===== config.mk =====
export PLATFORM = sky130hd
export DESIGN_NAME = hazard_scoreboard
export DESIGN_NICKNAME = d
export VERILOG_FILES = /design/src/rtl/hazard_scoreboard.sv
export SDC_FILE = /design/constraint.sdc
export NUM_CORES = 1
export LEC_CHECK = 0
export CAP_MARGIN = 20
export CORE_ASPECT_RATIO = 1.25
export CORE_UTILIZATION = 54
export DETAILED_ROUTE_END_ITERATION = 6
export PLACE_DENSITY_LB_ADDON = 0.12
export SLEW_MARGIN = 20
export SYNTH_ARGS = -nofsm -noshare
export SYNTH_HDL_FRONTEND = slang
export SYNTH_SLANG_ARGS = --single-unit

===== constraint.sdc =====
create_clock -name clk -period 4.2 [get_ports clk]
set_clock_uncertainty 0.1 [all_clocks]
set_input_delay 0.42 -clock clk [delete_from_list [all_inputs] [get_ports clk]]
set_output_delay 0.42 -clock clk [all_outputs]
set_load 0.1 [all_outputs]

===== src/rtl/hazard_scoreboard.sv =====
// hazard_scoreboard: ID-stage countdown scoreboard and matrix occupancy windows driving stall/flush (HAZARD_PERF_EN adds stall_raw_cnt/stall_struct_cnt/flush_cnt)
module hazard_scoreboard #(
  parameter int NUM_REGS = 32,
  parameter int REG_AW   = 5,
  parameter int CNT_W    = 3,
  parameter int LOAD_LAT = 1,
  parameter int LONG_LAT = 4,
  parameter int PA_WIN   = 3,
  parameter int M2_WIN   = 2
) (
  input  logic              clk,
  input  logic              rstn,
  input  logic              id_valid,
  input  logic [REG_AW-1:0] id_rs1,
  input  logic [REG_AW-1:0] id_rs2,
  input  logic              id_rs1_used,
  input  logic              id_rs2_used,
  input  logic [REG_AW-1:0] id_rd,
  input  logic              id_reg_write,
  input  logic [1:0]        id_lat_class,
  input  logic              id_mtx_pa,
  input  logic              id_mtx_m2,
  input  logic              id_mtx_store,
  input  logic              br_ctrl,
  output logic              stall,
  output logic              flush,
  output logic [NUM_REGS-1:0] busy_vec,
  output logic              pa_busy
`ifdef HAZARD_PERF_EN
  ,
  output logic [31:0]       stall_raw_cnt,
  output logic [31:0]       stall_struct_cnt,
  output logic [31:0]       flush_cnt
`endif
);
  logic [CNT_W-1:0] cnt [NUM_REGS];
  logic [PA_WIN-1:0] pa_sr;
  logic [M2_WIN-1:0] m2_sr;
  logic [CNT_W-1:0] lat;
  logic m2_busy, raw, waw, strc, issue;
  assign lat = id_lat_class == 2'd0 ? '0 : id_lat_class == 2'd1 ? CNT_W'(LOAD_LAT) : CNT_W'(LONG_LAT);
  assign raw = (id_rs1_used && id_rs1 != '0 && cnt[id_rs1] != '0) ||
               (id_rs2_used && id_rs2 != '0 && cnt[id_rs2] != '0);
  assign waw = id_reg_write && id_rd != '0 && cnt[id_rd] > lat;
  assign pa_busy = |pa_sr;
  assign m2_busy = |m2_sr;
  assign strc = (id_mtx_store && pa_busy) || (id_mtx_pa && m2_busy);
  assign stall = id_valid && !br_ctrl && (raw || waw || strc);
  assign flush = br_ctrl;
  assign issue = id_valid && !stall && !br_ctrl;
  for (genvar r = 0; r < NUM_REGS; r++) begin : g_cnt
    assign busy_vec[r] = cnt[r] != '0;
    always_ff @(posedge clk or negedge rstn)
      if (!rstn) cnt[r] <= '0;
      else if (r != 0 && issue && id_reg_write && id_rd == REG_AW'(r)) cnt[r] <= lat;
      else if (cnt[r] != '0) cnt[r] <= cnt[r] - CNT_W'(1);
  end
  always_ff @(posedge clk or negedge rstn)
    if (!rstn) begin
      pa_sr <= '0;
      m2_sr <= '0;
    end else begin
      pa_sr <= PA_WIN'({pa_sr, issue && id_mtx_pa});
      m2_sr <= M2_WIN'({m2_sr, issue && id_mtx_m2});
    end
`ifdef HAZARD_PERF_EN
  always_ff @(posedge clk or negedge rstn)
    if (!rstn) begin
      stall_raw_cnt    <= '0;
      stall_struct_cnt <= '0;
      flush_cnt        <= '0;
    end else begin
      if (stall && (raw || waw)) stall_raw_cnt <= stall_raw_cnt + 32'd1;
      if (stall && !(raw || waw)) stall_struct_cnt <= stall_struct_cnt + 32'd1;
      if (flush) flush_cnt <= flush_cnt + 32'd1;
    end
`endif
endmodule


==> results of run 1 <==
## final cells by class
cell class                 instances  share of cell area (%)
clock buffer                      12                    2.64
timing repair buffer              96                    9.65
inverter                          95                    3.82
multi-input combinational        592                    53.9
clock inverter                     4                   0.349
tap                              178                    2.39
sequential                       101                    27.2
## sequential cells by signal, summed over array words and instances (netlist names)
name and flops:
cnt 96, m2_sr 2, pa_sr 3
## power breakdown
group | leakage (nW) | internal [W] | switching (W) | total, W
clock | 0.129 | 0.000422 | 0.000390 | 0.000812
combinational | 3.19 | 0.00184 | 0.00269 | 0.00453
sequential | 1.20 | 0.00149 | 0.000742 | 0.00223
total | 4.52 | 0.00375 | 0.00382 | 0.00757
## cell families (layout without fill, tap and decap cells)
kind of cell | after synthesis | in the layout | synth area share (%)
muxes | 130 | 130 | 20.3
adders and majority gates | 66 | 66 | 10.2
xor gates and xnor gates | 32 | 32 | 3.47
buffers and inverters | 130 | 207 | 6.75
and+or+nand+nor | 274 | 274 | 19.9
AOI/OAI and AO/OA | 90 | 90 | 7.95
DFF | 101 | 101 | 31.3
## Yosys cell counts (3+ instances only)
cell      instances  area [µm²]
a211oi_1          5        37.5
a21oi_1          12        60.1
a31oi_1           3        18.8
and2_1           22         138
buf_1             3        11.3
buf_2             9        45.0
buf_4             6        45.0
buf_6             3        33.8
clkbuf_1         14        52.6
dfrtp_1         101        2530
ha_1             66         826
inv_1            95         357
mux2i_1         101        1010
mux4_2           27         608
nand2_1          43         161
nand2b_1         20         125
nand3_1           6        30.0
nand4_1          16         100
nand4_2          12         150
nand4b_1          3        26.3
nor2_1           47         176
nor2b_1          26         163
nor3_1           26         130
nor3b_1           4        30.0
nor4_1           19         119
nor4b_1          13         114
o211a_1           9        90.1
o211ai_1          3        22.5
o21a_1            3        22.5
o21ai_0          25         125
o31ai_1           4        30.0
o41ai_1           4        35.0
or2_2             4        25.0
xnor2_1          32         280
## layout by cell type (no fill, tap or decap), drive strengths merged, types with 13 or more instances in the layout
master	instances
and2	22
buf	37
clkbuf	13
clkdlybuf4s50	57
dfrtp	101
ha	66
inv	96
mux2i	101
mux4	27
nand2	43
nand2b	20
nand4	29
nor2	47
nor2b	26
nor3	26
nor4	19
nor4b	13
o21ai	25
xnor2	32
## worst paths after layout
check	from	to	slack (ns)	cells after the start
setup / recovery	cnt[11]$_DFFE_PN0P_	stall	0.12	12
hold / removal	m2_sr[0]$_DFF_PN0_	m2_sr[1]$_DFF_PN0_	0.28	0
setup reg to reg	cnt[11]$_DFFE_PN0P_	cnt[63]$_DFFE_PN0P_	0.44	14
hold reg to reg	m2_sr[0]$_DFF_PN0_	m2_sr[1]$_DFF_PN0_	0.28	0
max in group asynchronous	rstn	cnt[74]$_DFFE_PN0P_	2.70	3
min in group asynchronous	rstn	cnt[38]$_DFFE_PN0P_	0.44	2
## layer usage
| layer | global-route usage (%) | wire length [µm] |
|---|---|---|
| met2 | 56.2 | 12100 |
| met5 | 0 | 0 |
| met4 | 18.3 | 1180 |
| met1 | 39.1 | 9460 |
| met3 | 4.81 | 1520 |
## repair_timing
item	CTS	global route
resized for setup	0	15
endpoints found under the setup margin	0	1
hold endpoints to repair	32	0
buffers inserted	0	6
hold buffers	1	0
## per-stage QoR
stage	hold WS [ns]	std cells	cell area [µm²]
2_1_floorplan	0.0244	823	8130
3_3_place_gp	0.258	1055	8970
3_5_place_dp	0.267	1055	8970
4_1_cts	0.289	1072	9260
5_1_grt	0.303	1078	9330
6_report	0.284	1078	9330
## worst register-to-register path, stage by stage, from the launching register on
cell and delay [ns]:
dfrtp_1 0.46, mux4_2 0.50, mux4_2 0.49, mux2_4 0.29, ha_4 0.26, nand2_1 0.06, a21o_1 0.18, a41oi_1 0.21
a32oi_2 0.10, a31oi_4 0.20, buf_12 0.15, buf_4 0.11, buf_4 0.10, and4b_1 0.27, mux2i_1 0.22
==> impl_metrics.tcl, run 1 <==
set metrics [dict create \
    cts.sinks 101 \
    cp_num_buf_inv 2 \
    drt_iter0_markers 432 \
    rsz0062_at_grt "false" \
    synth_area_per_cell_um2 9.80 \
    drive_gt1_share_pct 13.2 \
    arrival_ns 3.56 \
    critical_path_class "flip-flop to output pin" \
    seq_area_frac_synth_pct 31.3 \
    cts_buffer_depth 2 \
    fin_crit_sh_pct 97.3 \
    grt_pass1_vias 7039 \
    postRouteAntennaNets 0 \
    root_buffer "clkbuf_16" \
    setup_slack_ns 0.115 \
    die-area_mm2 0.0154 \
    clk_latency_ns 0.36 \
    io_pins 62 \
    coreArea_mm2 0.0145 \
    crit_path_max_fanout 7 \
    clk_pin_slew_ns 0.07 \
    cp-start-kind "flip-flop" \
    p_total_w 0.00757 \
    crit_family "multiplexers" \
    syn_inst 823 \
    ys.flop_type "dfrtp_1" \
    gp_congestion 0.944 \
    fmax_mhz 245 \
    pre_cts_slack_ns 0.0501 \
    seq_area_mm2 0.00254 \
    area_growth_pct 15.7 \
    slew_headroom_pct 32.6 \
    tns_ns 0 \
    crit_chain "mux4_2, mux4_2, mux2_4, ha_4, o21a_1, o21a_1, nand4_1, a32oi_2, a31oi_4, buf_12, a21oi_4, buf_12" \
    hold_path.class "flip-flop to flip-flop" \
    post-route-min-period_ns 4.08 \
    syn_area_mm2 0.00807 \
    leakagePower_nw 4.52 \
    violations "design-rule violations" \
    finalMaxSlewViolations 0 \
    final_core_util_pct 64.5 \
    place_hpwl_um 18800 \
    setup_violations 0 \
    drc 6 \
    status "complete, but fails checks" \
    syn_nets 916 \
    power_density_mw_per_mm2 811 \
    vdd_drop_max_v 0.000524 \
    grt_first_pass_wirelength_um 38400 \
    cts_tree "yes" \
    nFillCells 1194 \
    routed_wl_um 24200 \
    viasPerCell 6.29 \
    wl_per_cell_um 22.5 \
    cp-end-kind "output pin" \
    num_vias 6779 \
    grt_max_degree 37 \
    synth_edf_count 0 \
    cts_max_level 3 \
    initial_utilization_pct 55.8 \
    nNetsFinal 988 \
    numCtsBuffers 9 \
    cp_slowest_cell "mux4_2" \
    die_y_um 139 \
    multi_input_area_mm2 0.00503 \
    crit_required_ns 3.68 \
    dr.pass1.iters 7 \
    timing.final.hold_violations 0 \
    die_w_um 111 \
    cap_violations 0 \
    yosysWarnings 0 \
    portBuffers 61 \
    antenna_found_initial 0 \
    synth-seq-cells 101 \
    cp_slowest_stage_delay_ns 0.50 \
    num_rows 49 \
    worst_pin_slew_ns 1.01 \
    gr-total-overflow 0 \
    antennaDiodeCount 0 \
    grt_usage_pct 32.7 \
    ys_types 62 \
    async_reset_ff_share_pct 100 \
]
(Power assumes the default switching activity.)
==> run 2, diff against run 1 <==
- CORE_UTILIZATION: 54 -> 34
==> impl_metrics.tcl, run 2 (synthesized netlist as in run 1, its figures left out) <==
set metrics [dict create \
    worst_pin_slew_ns 0.976 \
    portBuffers 61 \
    rsz0062_at_grt "false" \
    largest_register "cnt" \
    fin_crit_sh_pct 97.9 \
    io_pins 62 \
    cp_slowest_cell "mux4_2" \
    num_rows 62 \
    post-route-min-period_ns 4.11 \
    slew_headroom_pct 34.7 \
    die_y_um 174 \
    status "finished, final reports clean" \
    cts_buffer_depth 2 \
    cap_violations 0 \
    clk_latency_ns 0.37 \
    hold_path.class "flip-flop to flip-flop" \
    antenna_found_initial 0 \
    gp_congestion 0.898 \
    viasPerCell 5.37 \
    num_vias 6414 \
    dp.cells 1169 \
    place_hpwl_um 19100 \
    drc 0 \
    setup_slack_ns 0.0898 \
    gr-total-overflow 0 \
    postRouteAntennaNets 0 \
    mostFrequentLayoutCell "mux2i_1" \
    grt_pass1_vias 6566 \
    crit_family "multiplexers" \
    cp-start-kind "flip-flop" \
    drive_gt1_share_pct 14.4 \
    initial_utilization_pct 34.9 \
    cp_slowest_stage_delay_ns 0.49 \
    cp-end-kind "output pin" \
    arrival_ns 3.59 \
    grt_usage_pct 20.7 \
    cts_max_level 3 \
    largest_reg_flops 96 \
    grt_first_pass_wirelength_um 38000 \
    final_cell_mix "mux2i_1 (101), inv_1 (95), dfrtp_1 (86)" \
    timing.final.hold_violations 0 \
    numCtsBuffers 9 \
    cp_num_buf_inv 2 \
    leakagePower_nw 4.59 \
    vdd_drop_max_v 0.000490 \
    routed_wl_um 24300 \
    die_w_um 140 \
    cts.sinks 101 \
    root_buffer "clkbuf_16" \
    wl_per_cell_um 20.3 \
    power_density_mw_per_mm2 798 \
    crit_path_max_fanout 6 \
    area_growth_pct 19.1 \
    fmax_mhz 243 \
    crit_chain "mux4_2, mux4_2, mux2_2, ha_4, o21a_1, o21a_1, nand4_1, a32oi_2, a31oi_4, buf_12, a21oi_4, buf_12" \
    critical_path_class "flip-flop to output pin" \
    die-area_mm2 0.0244 \
    final_cells 1195 \
    cts_tree "yes" \
    crit_required_ns 3.68 \
    setup_violations 0 \
    hold-worst-slack_ns 0.281 \
    top_regs "cnt x96, pa_sr x3, m2_sr x2" \
    nNetsFinal 995 \
    antennaDiodeCount 0 \
    grt_max_degree 37 \
    tns_ns 0 \
    drt_iter0_markers 413 \
    pre_cts_slack_ns 0.129 \
    dr.pass1.iters 4 \
    clk_pin_slew_ns 0.07 \
    coreArea_mm2 0.0231 \
    finalMaxSlewViolations 0 \
]
[run 2: cell count changes in the layout (fill, tap and decap cells not counted), sizes merged]
cell / delta
clkbuf: -3
bufinv: +2
inv: +1
buf: +7
[run 2: layer usage]
metal  routed length, µm  global-route usage (%)  share of wire (%)  vias to the layer above
met3                 609                    2.48                2.5                       40
met5                   0                       0                  0                        -
met4                 861                    9.62                3.5                        0
met2               12700                    37.0                 52                      110
li1                    -                       -                  -                     3090
met1               10100                    24.7                 42                     3174
[run 2: through the flow]
step	power (W)	instance area [µm²]	utilization, %
after floorplan	0.00545	8130	-
after global placement	0.00662	9160	39.6
after detailed placement	0.00667	9160	39.6
after CTS	0.00762	9490	41.1
after global routing	0.00829	9610	41.6
final	0.00766	9610	41.6
[run 2: report_power, final]
group          internal, W  switching (W)  leakage (nW)  total [W]
clock network     0.000526       0.000398         0.152   0.000923
registers          0.00149       0.000680          1.19    0.00217
logic              0.00189        0.00268          3.24    0.00457
[run 2: worst paths after layout]
kind / from / end / slack, ns / cells past startpoint
min reg2reg: m2_sr[0]$_DFF_PN0_ / m2_sr[1]$_DFF_PN0_ / 0.28 / 0
max reg2reg: cnt[2]$_DFFE_PN0P_ / cnt[58]$_DFFE_PN0P_ / 0.44 / 13
min in group asynchronous: rstn / cnt[21]$_DFFE_PN0P_ / 0.44 / 2
max: cnt[2]$_DFFE_PN0P_ / stall / 0.09 / 12
min: m2_sr[0]$_DFF_PN0_ / m2_sr[1]$_DFF_PN0_ / 0.28 / 0
max in group asynchronous: rstn / cnt[83]$_DFFE_PN0P_ / 2.69 / 3
[run 2: cell type report]
class                      instances  area, µm²
fill                            2311      13500
multi-input combinational        592       5030
sequential                       101       2550
timing repair buffer             103        993
tap                              288        360
inverter                          95        357
clock buffer                       9        225
clock inverter                     7       97.6
[run 2: repair_timing]
action | 4_1_cts | 5_1_grt
gates resized for setup | 0 | 16
hold buffers | 1 | 0
setup endpoints to repair | 0 | 1
setup buffers | 0 | 8
endpoints found under the hold margin | 30 | 0
[run 2: worst reg2reg max path, stage by stage, from the launching register on]
cell and delay, ns:
dfrtp_2 0.45, mux4_2 0.48, mux4_2 0.49, mux2_2 0.30, ha_4 0.27, nand2_1 0.06, a21o_1 0.17, a41oi_1 0.20
a32oi_2 0.10, a31oi_4 0.20, buf_4 0.17, buf_4 0.21, nand4_1 0.22, and2_1 0.24
